===== src/rtl/icache.sv =====
// Direct-mapped, one-word-per-frame instruction cache with a blocking single-word fill.
// Optional hit/miss statistics counters are enabled by defining ICACHE_STATS_EN.
module icache #(
  parameter int SETS = 16
) (
  input  logic        CLK,
  input  logic        RST,
  input  logic        imemREN,
  input  logic [31:0] imemaddr,
  output logic        ihit,
  output logic [31:0] imemload,
  output logic        iREN,
  output logic [31:0] iaddr,
  input  logic        iwait,
  input  logic [31:0] iload,
  input  logic        flush
`ifdef ICACHE_STATS_EN
  ,
  output logic [31:0] hit_count,
  output logic [31:0] miss_count
`endif
);

  localparam int IDX_W = $clog2(SETS);
  localparam int TAG_W = 32 - IDX_W - 2;

  typedef enum logic {IDLE, FILL} state_e;

  state_e           state_q, state_d;
  logic [SETS-1:0]  valid_q, valid_d;
  logic [31:0]      miss_addr_q, miss_addr_d;
  logic [TAG_W-1:0] tag_q  [SETS];
  logic [31:0]      data_q [SETS];

  logic [IDX_W-1:0] req_idx, fill_idx;
  logic [TAG_W-1:0] req_tag;
  logic             hit, fill_done, start_fill;
  logic             unused_byte_bits;

  assign req_idx          = imemaddr[IDX_W+1:2];
  assign req_tag          = imemaddr[31:IDX_W+2];
  assign fill_idx         = miss_addr_q[IDX_W+1:2];
  assign unused_byte_bits = ^imemaddr[1:0];

  assign hit        = (state_q == IDLE) && imemREN && valid_q[req_idx] &&
                      (tag_q[req_idx] == req_tag) && !flush;
  assign fill_done  = (state_q == FILL) && !iwait;
  assign start_fill = (state_q == IDLE) && imemREN && !hit && !flush;

  // State register
  always_ff @(posedge CLK) begin
    if (RST) state_q <= IDLE;
    else     state_q <= state_d;
  end

  // Next-state logic: a fill always runs to completion, even across flush or request changes
  always_comb begin
    state_d = state_q;
    unique case (state_q)
      IDLE:    if (start_fill) state_d = FILL;
      FILL:    if (!iwait)     state_d = IDLE;
      default: state_d = IDLE;
    endcase
  end

  // Output logic
  always_comb begin
    ihit     = hit;
    imemload = hit ? data_q[req_idx] : 32'h0;
    iREN     = (state_q == FILL);
    iaddr    = (state_q == FILL) ? miss_addr_q : 32'h0;
  end

  // Flush is applied last so it overrides a fill completing on the same edge
  always_comb begin
    valid_d     = valid_q;
    miss_addr_d = miss_addr_q;
    if (fill_done)  valid_d[fill_idx] = 1'b1;
    if (flush)      valid_d = '0;
    if (start_fill) miss_addr_d = {imemaddr[31:2], 2'b00};
  end

  always_ff @(posedge CLK) begin
    if (RST) begin
      valid_q     <= '0;
      miss_addr_q <= '0;
    end else begin
      valid_q     <= valid_d;
      miss_addr_q <= miss_addr_d;
    end
  end

  // NOTE: tag/data arrays are deliberately not reset; valid bits alone qualify them.
  always_ff @(posedge CLK) begin
    if (fill_done) begin
      tag_q[fill_idx]  <= miss_addr_q[31:IDX_W+2];
      data_q[fill_idx] <= iload;
    end
  end

`ifdef ICACHE_STATS_EN
  logic [31:0] hit_count_q, hit_count_d, miss_count_q, miss_count_d;

  always_comb begin
    hit_count_d  = hit_count_q;
    miss_count_d = miss_count_q;
    if (hit && (hit_count_q != 32'hFFFF_FFFF))         hit_count_d  = hit_count_q + 32'd1;
    if (start_fill && (miss_count_q != 32'hFFFF_FFFF)) miss_count_d = miss_count_q + 32'd1;
  end

  always_ff @(posedge CLK) begin
    if (RST) begin
      hit_count_q  <= '0;
      miss_count_q <= '0;
    end else begin
      hit_count_q  <= hit_count_d;
      miss_count_q <= miss_count_d;
    end
  end

  assign hit_count  = hit_count_q;
  assign miss_count = miss_count_q;
`endif

endmodule


===== config.mk =====
export PLATFORM = sky130hd
export DESIGN_NAME = icache
export DESIGN_NICKNAME = d
export VERILOG_FILES = /design/src/rtl/icache.sv
export SDC_FILE = /design/constraint.sdc
export NUM_CORES = 1
export LEC_CHECK = 0
export ABC_AREA = 0
export CORE_MARGIN = 2
export CORE_UTILIZATION = 28
export DETAILED_ROUTE_END_ITERATION = 10
export PLACE_DENSITY = 0.44
export SLEW_MARGIN = 30
export SYNTH_ARGS = -nofsm -noshare
export SYNTH_HDL_FRONTEND = slang
export SYNTH_SLANG_ARGS = --single-unit

===== constraint.sdc =====
create_clock -name CLK -period 6.8 [get_ports CLK]
set_input_delay 0.68 -clock CLK [delete_from_list [all_inputs] [get_ports CLK]]
set_output_delay 0.68 -clock CLK [all_outputs]
set_load 0.05 [all_outputs]

==> results.md, run 1 <==
- DRT Pass-1 Iters: 5
- Gpl congestion: 0.738
- Final core occ: 0.335
- Setup TNS: 0 ps
- RSZ-0062 raised after global routing: no
- Layout cell share with drive strength beyond 1: 0.252
- Arr. time, crit path: 5040 ps
- Slew Viols, Final: 0
- Initial drt markers: 1595
- Die X: 376 um
- Gate Count Post-Synth: 1825
- Total GRT Usage: 0.148
- Synth Cell Area: 0.0388 mm2
- Routed wire length: approximately 100000 um
- Syn. warnings: 0
- CP max-delay cell: clkdlybuf4s50_1
- Post-synth EDFFs: 928
- Clock transition at path regs: around 60 ps
- FMAX: 175 MHz
- Syn Area/Cell: about 21 um2
- Die height: 376 um
- Largest net degree at the start of global routing: 78
- Async S/R FF share, synth: 0
- HP Start: valid_q[13]
- Fillers: between 10000 and 15000
- DRC: 0
- CP startpoint: imemaddr[3]
- Bufs on Longest Clock Path: 3
- Cell Pwr Density: between 200 and 300 mW/mm2
- Post-CTS Setup Bufs: 0
- Synth cell types: 58
- P&R area growth vs syn: 18.7%
- Leakage: 14.6 nW
- Root Driver: clkbuf_16
- Setup Crit Path Kind: in2out
- Top Ports: 135
- Worst-path maximum fanout: 77
- CP required: ~6000 ps
- Num CTS Buffers: 106
- Fin nets: 2085
- Clock Skew: 30.1 ps
- First-pass GRT wire length: 150000 um
- Worst-skew pair later-pin latency: roughly 700 ps
- Minimum clock period: ~5700 ps
- Vias in the first global route: 20310
- Total core area: approximately 0.14 mm2
- Num rows: between 100 and 150
- Final Hold Viols: 0
- IO buf count: 130
- Main flop type after synthesis: edfxtp_1
- Final period utilization: 0.841
- HP Class: reg2reg
- Most common cell after layout, fill and taps aside: edfxtp_1
- Sequential area share after synthesis: 0.743
- Status: complete, no violations
- Via-to-Cell Ratio: roughly 5
- Most frequent cells in the layout: 928 x edfxtp_1, 248 x mux4_2, 113 x clkbuf_16, 113 x clkdlybuf4s50_1, 96 x mux2i_1
- R2r startpoint: tag_q[7][12]
- Post-Layout Cell Count: 3902
- Starting Density: 0.282
- Crit-path max cell delay: 820 ps
- Wirelength per Cell: roughly 27 um
- # diodes: 0
- Max Cap Violations: 0
- Worst Tran Pin Value: 954 ps
- DPL Wire Length: 57500 um
- Total grt overflow: 0
- Crit-path cells: buf_8 -> buf_4 -> mux4_2 -> mux2i_1 -> mux2i_1 -> xnor2_1 -> nand4_1 -> nor4b_2 -> nand3_2 -> buf_4 -> nor2b_1 -> clkdlybuf4s50_1
- Worst VDD drop: about 0.21 mV
- Hold Buf Count CTS: 0
- Remaining antenna violation count: 0
- Register bit total from synthesis: roughly 980
- Setup Viol. Count Final: 0
- Post-CTS Resized: 0
- CTS H-Tree Depth: 3
- Via count: approximately 19000
- Worst setup EP type: output pin
- TritonCTS clock tree: done
- Number of antenna violations at the first check in global routing: 7
- Type of origin of the critical path: primary input
- WHS: approximately 470 ps
- Placed cells: approximately 3700
- Sink Count: 975
- Rel. slew slack: 0.362
- Die area: 0.142 mm2
==> cell usage after synthesis, types with 5 or more instances <==
cell type  instances  area share
a22oi_1            5     0.00097
a32oi_1           30      0.0068
and2_1            32      0.0052
buf_2             31      0.0040
buf_4              8      0.0015
buf_6             12      0.0035
clkbuf_1          57      0.0055
dfxtp_1           47       0.024
edfxtp_1         928        0.72
inv_1              5     0.00048
mux2i_1           96       0.025
mux4_1            13      0.0088
mux4_2           248        0.14
nand2_1           67      0.0065
nand2b_1           6     0.00097
nand3_1            5     0.00064
nand4_1            8      0.0013
nor2_1            19      0.0018
nor2b_1           36      0.0058
nor3_1             9      0.0012
nor3b_1           26      0.0050
nor4_1            33      0.0053
o21a_1            16      0.0031
xnor2_1           25      0.0056
xor2_1             8      0.0018
==> path summary, 6_finish.rpt <==
check / cells past startpoint / to / slack, ps
worst max-delay path: 12 / imemload[2] / 1080
worst min-delay path: 1 / valid_q[13] / 470
worst min register to register: 1 / valid_q[13] / 470
worst max register to register: 9 / miss_addr_q[6] / 3190
==> report_power, final <==
group	internal [mW]	switching (mW)
clock	3.57	2.40
sequential	6.63	0.0798
combinational	0.276	0.374
==> logic make-up after synthesis <==
| family | after synthesis | share of synthesized area |
|---|---|---|
| simple gates | 257 | 0.0376 |
| compound gates | 81 | 0.0174 |
| flops | 975 | 0.743 |
| buf+inv | 121 | 0.0174 |
| mux | 357 | 0.178 |
| xor+xnor | 33 | 0.00745 |
| other cells | 1 | 0.0000967 |
==> sequential cells by signal, indices dropped and copies added, names as in the netlist <==
register,cells
tag_q,416
iREN,1
valid_q,16
data_q,512
miss_addr_q,30
==> per-stage QoR <==
stage	power [mW]	instance area [um2]	setup slack, ps
after CTS	13.5	46000	993
after detailed placement	7.50	42400	997
after global placement	7.48	42300	1000
final	13.3	46000	1080
after floorplan	7.22	38800	894
after global routing	13.8	46000	729
==> metal layers <==
metal	vias up	wire length, um	track usage
li1	8056	-	-
met1	10409	47600	0.205
met2	491	49600	0.238
met3	154	5370	0.0298
met4	6	2200	0.0371
met5	-	43	0
==> cell type report <==
| type | count | area [um2] | share of cell area |
|---|---|---|---|
| timing repair buffer | 196 | 1840 | 0.0401 |
| clock buffer | 136 | 2990 | 0.0650 |
| multi-input combinational | 730 | 9440 | 0.205 |
| clock inverter | 64 | 672 | 0.0146 |
| inverter | 7 | 30.0 | 0.000652 |
| tap | 1794 | 2240 | 0.0488 |
| sequential | 975 | 28800 | 0.626 |
==> critical path: cells and delay by family <==
| family | cells | cell delay [ps] |
|---|---|---|
| XOR/XNOR | 1 | 310 |
| multiplexers | 3 | 870 |
| AND/OR/NAND/NOR | 4 | 830 |
| buffers and inverters | 4 | 2210 |
No activity file was read; power rests on OpenSTA's default activity.
==> inputs of run 2 (changes only) <==
PLACE_DENSITY = 0.45   (was 0.44)
clock period = 4.6 ns   (was 6.8 ns; I/O delays follow)
==> run 2 against run 1 <==
Clock-buffer cell count shrank 8. Sequential share of layout area shrank 0.53 points. Sequential power grew 48%. Non-clock buffer count grew 17. Largest cell class unchanged.
==> results.md, run 2 (synthesis results as in run 1) <==
- Bufs on Longest Clock Path: 3 (unchanged)
- Root Driver: clkbuf_16
- Rel. slew slack: 0.369 (+0.00629)
- Clock transition at path regs: 60 ps (about the same)
- Num rows: 136 (unchanged)
- DRC: 0 (unchanged)
- Largest register FFs: 512 (unchanged)
- Met2 usage in global routing: 0.229 (-0.00969)
- IO buf count: 130 (unchanged)
- HP Start: imemaddr[2]
- Top Ports: 135 (unchanged)
- Number of antenna violations at the first check in global routing: 8 (+1)
- Total Power: 19.0 mW (+43%)
- Worst-skew pair later-pin latency: 680 ps (-20 ps)
- Stages on the worst setup path: 10 (-2)
- R2r startpoint: iREN
- CP required: 4140 ps (-1980 ps)
- Via count: 19210 (+0.49%)
- Post-CTS Setup Bufs: 0 (unchanged)
- Status: complete, no violations
- DRT Pass-1 Iters: 6 (+1)
- Die X: 376 um (unchanged)
- Remaining antenna violation count: 0 (unchanged)
- Top reg by flops: data_q
- Cell Pwr Density: 409 mW/mm2 (+41%)
- Total GRT Usage: 0.145 (-0.00330)
- WHS: 422 ps (-48.9 ps)
- Arr. time, crit path: 4000 ps (-1040 ps)
- Sink Count: 975 (unchanged)
- Minimum clock period: 4460 ps
- GRT Max-Usage Layer: met2
- Most frequent cells in the layout: 928 x edfxtp_1, 248 x mux4_2, 105 x clkbuf_16, 96 x mux2i_1, 93 x clkdlybuf4s50_1
- P&R area growth vs syn: 19.7%
- Leakage: 14.7 nW (+0.64%)
- Type of origin of the critical path: register
- Critical path endpoint: imemload[27]
- Hold Buf Count CTS: 0 (unchanged)
- GR Layer Usage met3: 0.0202 (-0.00958)
- Setup TNS: 0 ps (unchanged)
- TritonCTS clock tree: done
- Routed wire length: 103000 um (-2.0%)
- Setup Crit Path Kind: reg2out
- Largest net degree at the start of global routing: 62 (-21%)
- RSZ-0062 raised after global routing: no
- HP Class: in2reg
- Final period utilization: 0.970
- Vias in the first global route: 20393 (+0.41%)
- First-pass GRT wire length: 148000 um (-1.4%)
- Crit path max-delay family: simple AND/OR/NAND/NOR gates
- Most common cell after layout, fill and taps aside: edfxtp_1
- Starting Density: 0.282 (unchanged)
- FMAX: 224 MHz
- CTS H-Tree Depth: 3 (unchanged)
- Final Hold Viols: 0 (unchanged)
- Met1 Track Usage GR: 0.210 (+0.00473)
- Largest regs: data_q: 512 flops, tag_q: 416 flops, miss_addr_q: 30 flops
- Die height: 376 um (unchanged)
- Worst setup EP type: output pin
- Worst-path maximum fanout: 33 (-57%)
- Num CTS Buffers: 104 (-1.9%)
- Die area: 0.142 mm2 (unchanged)
- Finished layout cell area: 0.0464 mm2 (+0.85%)
- Wirelength per Cell: 26.3 um (-2.2%)
- Layout cell share with drive strength beyond 1: 0.258 (+0.00626)
- Path depth of the worst reg2reg path: 5 (-4)
- Total grt overflow: 0 (unchanged)
- DP Area: 0.0431 mm2 (+1.8%)
- Critical path buffers and inverters: 2 (-2)
- CP startpoint: tag_q[7][15]
- Worst Tran Pin Value: 944 ps (-10.2 ps)
- Via-to-Cell Ratio: 4.91 (+0.26%)
- Fin nets: 2100 (+0.72%)
- Gpl congestion: 0.731 (-0.95%)
- Initial drt markers: 1730 (+8.5%)
- Clock Skew: 18.3 ps (-11.9 ps)
- Final core occ: 0.338 (+0.00283)
- Worst VDD drop: 0.285 mV (+38%)
- CP max-delay cell: or4_4
- Slew Viols, Final: 0 (unchanged)
- Crit-path max cell delay: 600 ps (-220 ps)
- Setup Viol. Count Final: 0 (unchanged)
- DPL Wire Length: 55700 um (-3.1%)
- Max Cap Violations: 0 (unchanged)
- Internal reg-to-reg setup slack: 1210 ps (-1980 ps)
- Total core area: 0.137 mm2 (unchanged)
- Crit-path cells: mux4_2 -> mux2i_1 -> mux2i_1 -> xor2_1 -> or4_4 -> nor4b_4 -> nand3_2 -> buf_12 -> nor2b_1 -> buf_12
- RR Endpoint: tag_q[5][14]
==> run 2: tightest hold or removal path, delay by kind of cell <==
kind | cells | cell delay [ps]
buf+inv | 1 | 180
mux | 1 | 130
simple gates | 2 | 260
==> run 2: power by group <==
part | switching, mW | internal [mW]
Combinational | 0.553 | 0.417
Clock | 3.41 | 4.68
Sequential | 0.122 | 9.81
==> run 2: stage by stage <==
stage / std cells / worst slack, ps
after floorplan: 1826 / 270
after global placement: 3719 / 147
after detailed placement: 3719 / 111
after CTS: 3909 / 12.9
after global routing: 3909 / 27.5
final: 3911 / 139
==> run 2: layout make-up <==
type	instances	area, um2
Inverter	7	28.8
Tap cell	1794	2240
Sequential cell	975	28800
Timing Repair Buffer	213	2570
Clock buffer	128	2710
Antenna cell	2	5.00
Multi-Input combinational cell	730	9500
Clock inverter	62	557
Fill cell	12890	91100
==> run 2: how the worst min path moves through the flow <==
stage	endpoint	slack, ps	cells past startpoint
floorplan	valid_q[10]	430	1
global placement	valid_q[9]	440	1
detailed placement	valid_q[15]	450	1
CTS	miss_addr_q[2]	370	4
global route	miss_addr_q[2]	450	4
finish	miss_addr_q[2]	420	4
==> run 2: timing repair <==
| action | CTS | global route |
|---|---|---|
| endpoints found under the setup margin | 1 | 27 |
| gates resized for setup | 1 | 9 |
| pin swaps | 0 | 0 |
==> run 2: metal layers <==
metal | wire (um) | vias to the layer above
met5 | 18 | -
met4 | 2150 | 2
met3 | 4640 | 141
met2 | 48200 | 521
met1 | 47800 | 10466
li1 | - | 8080
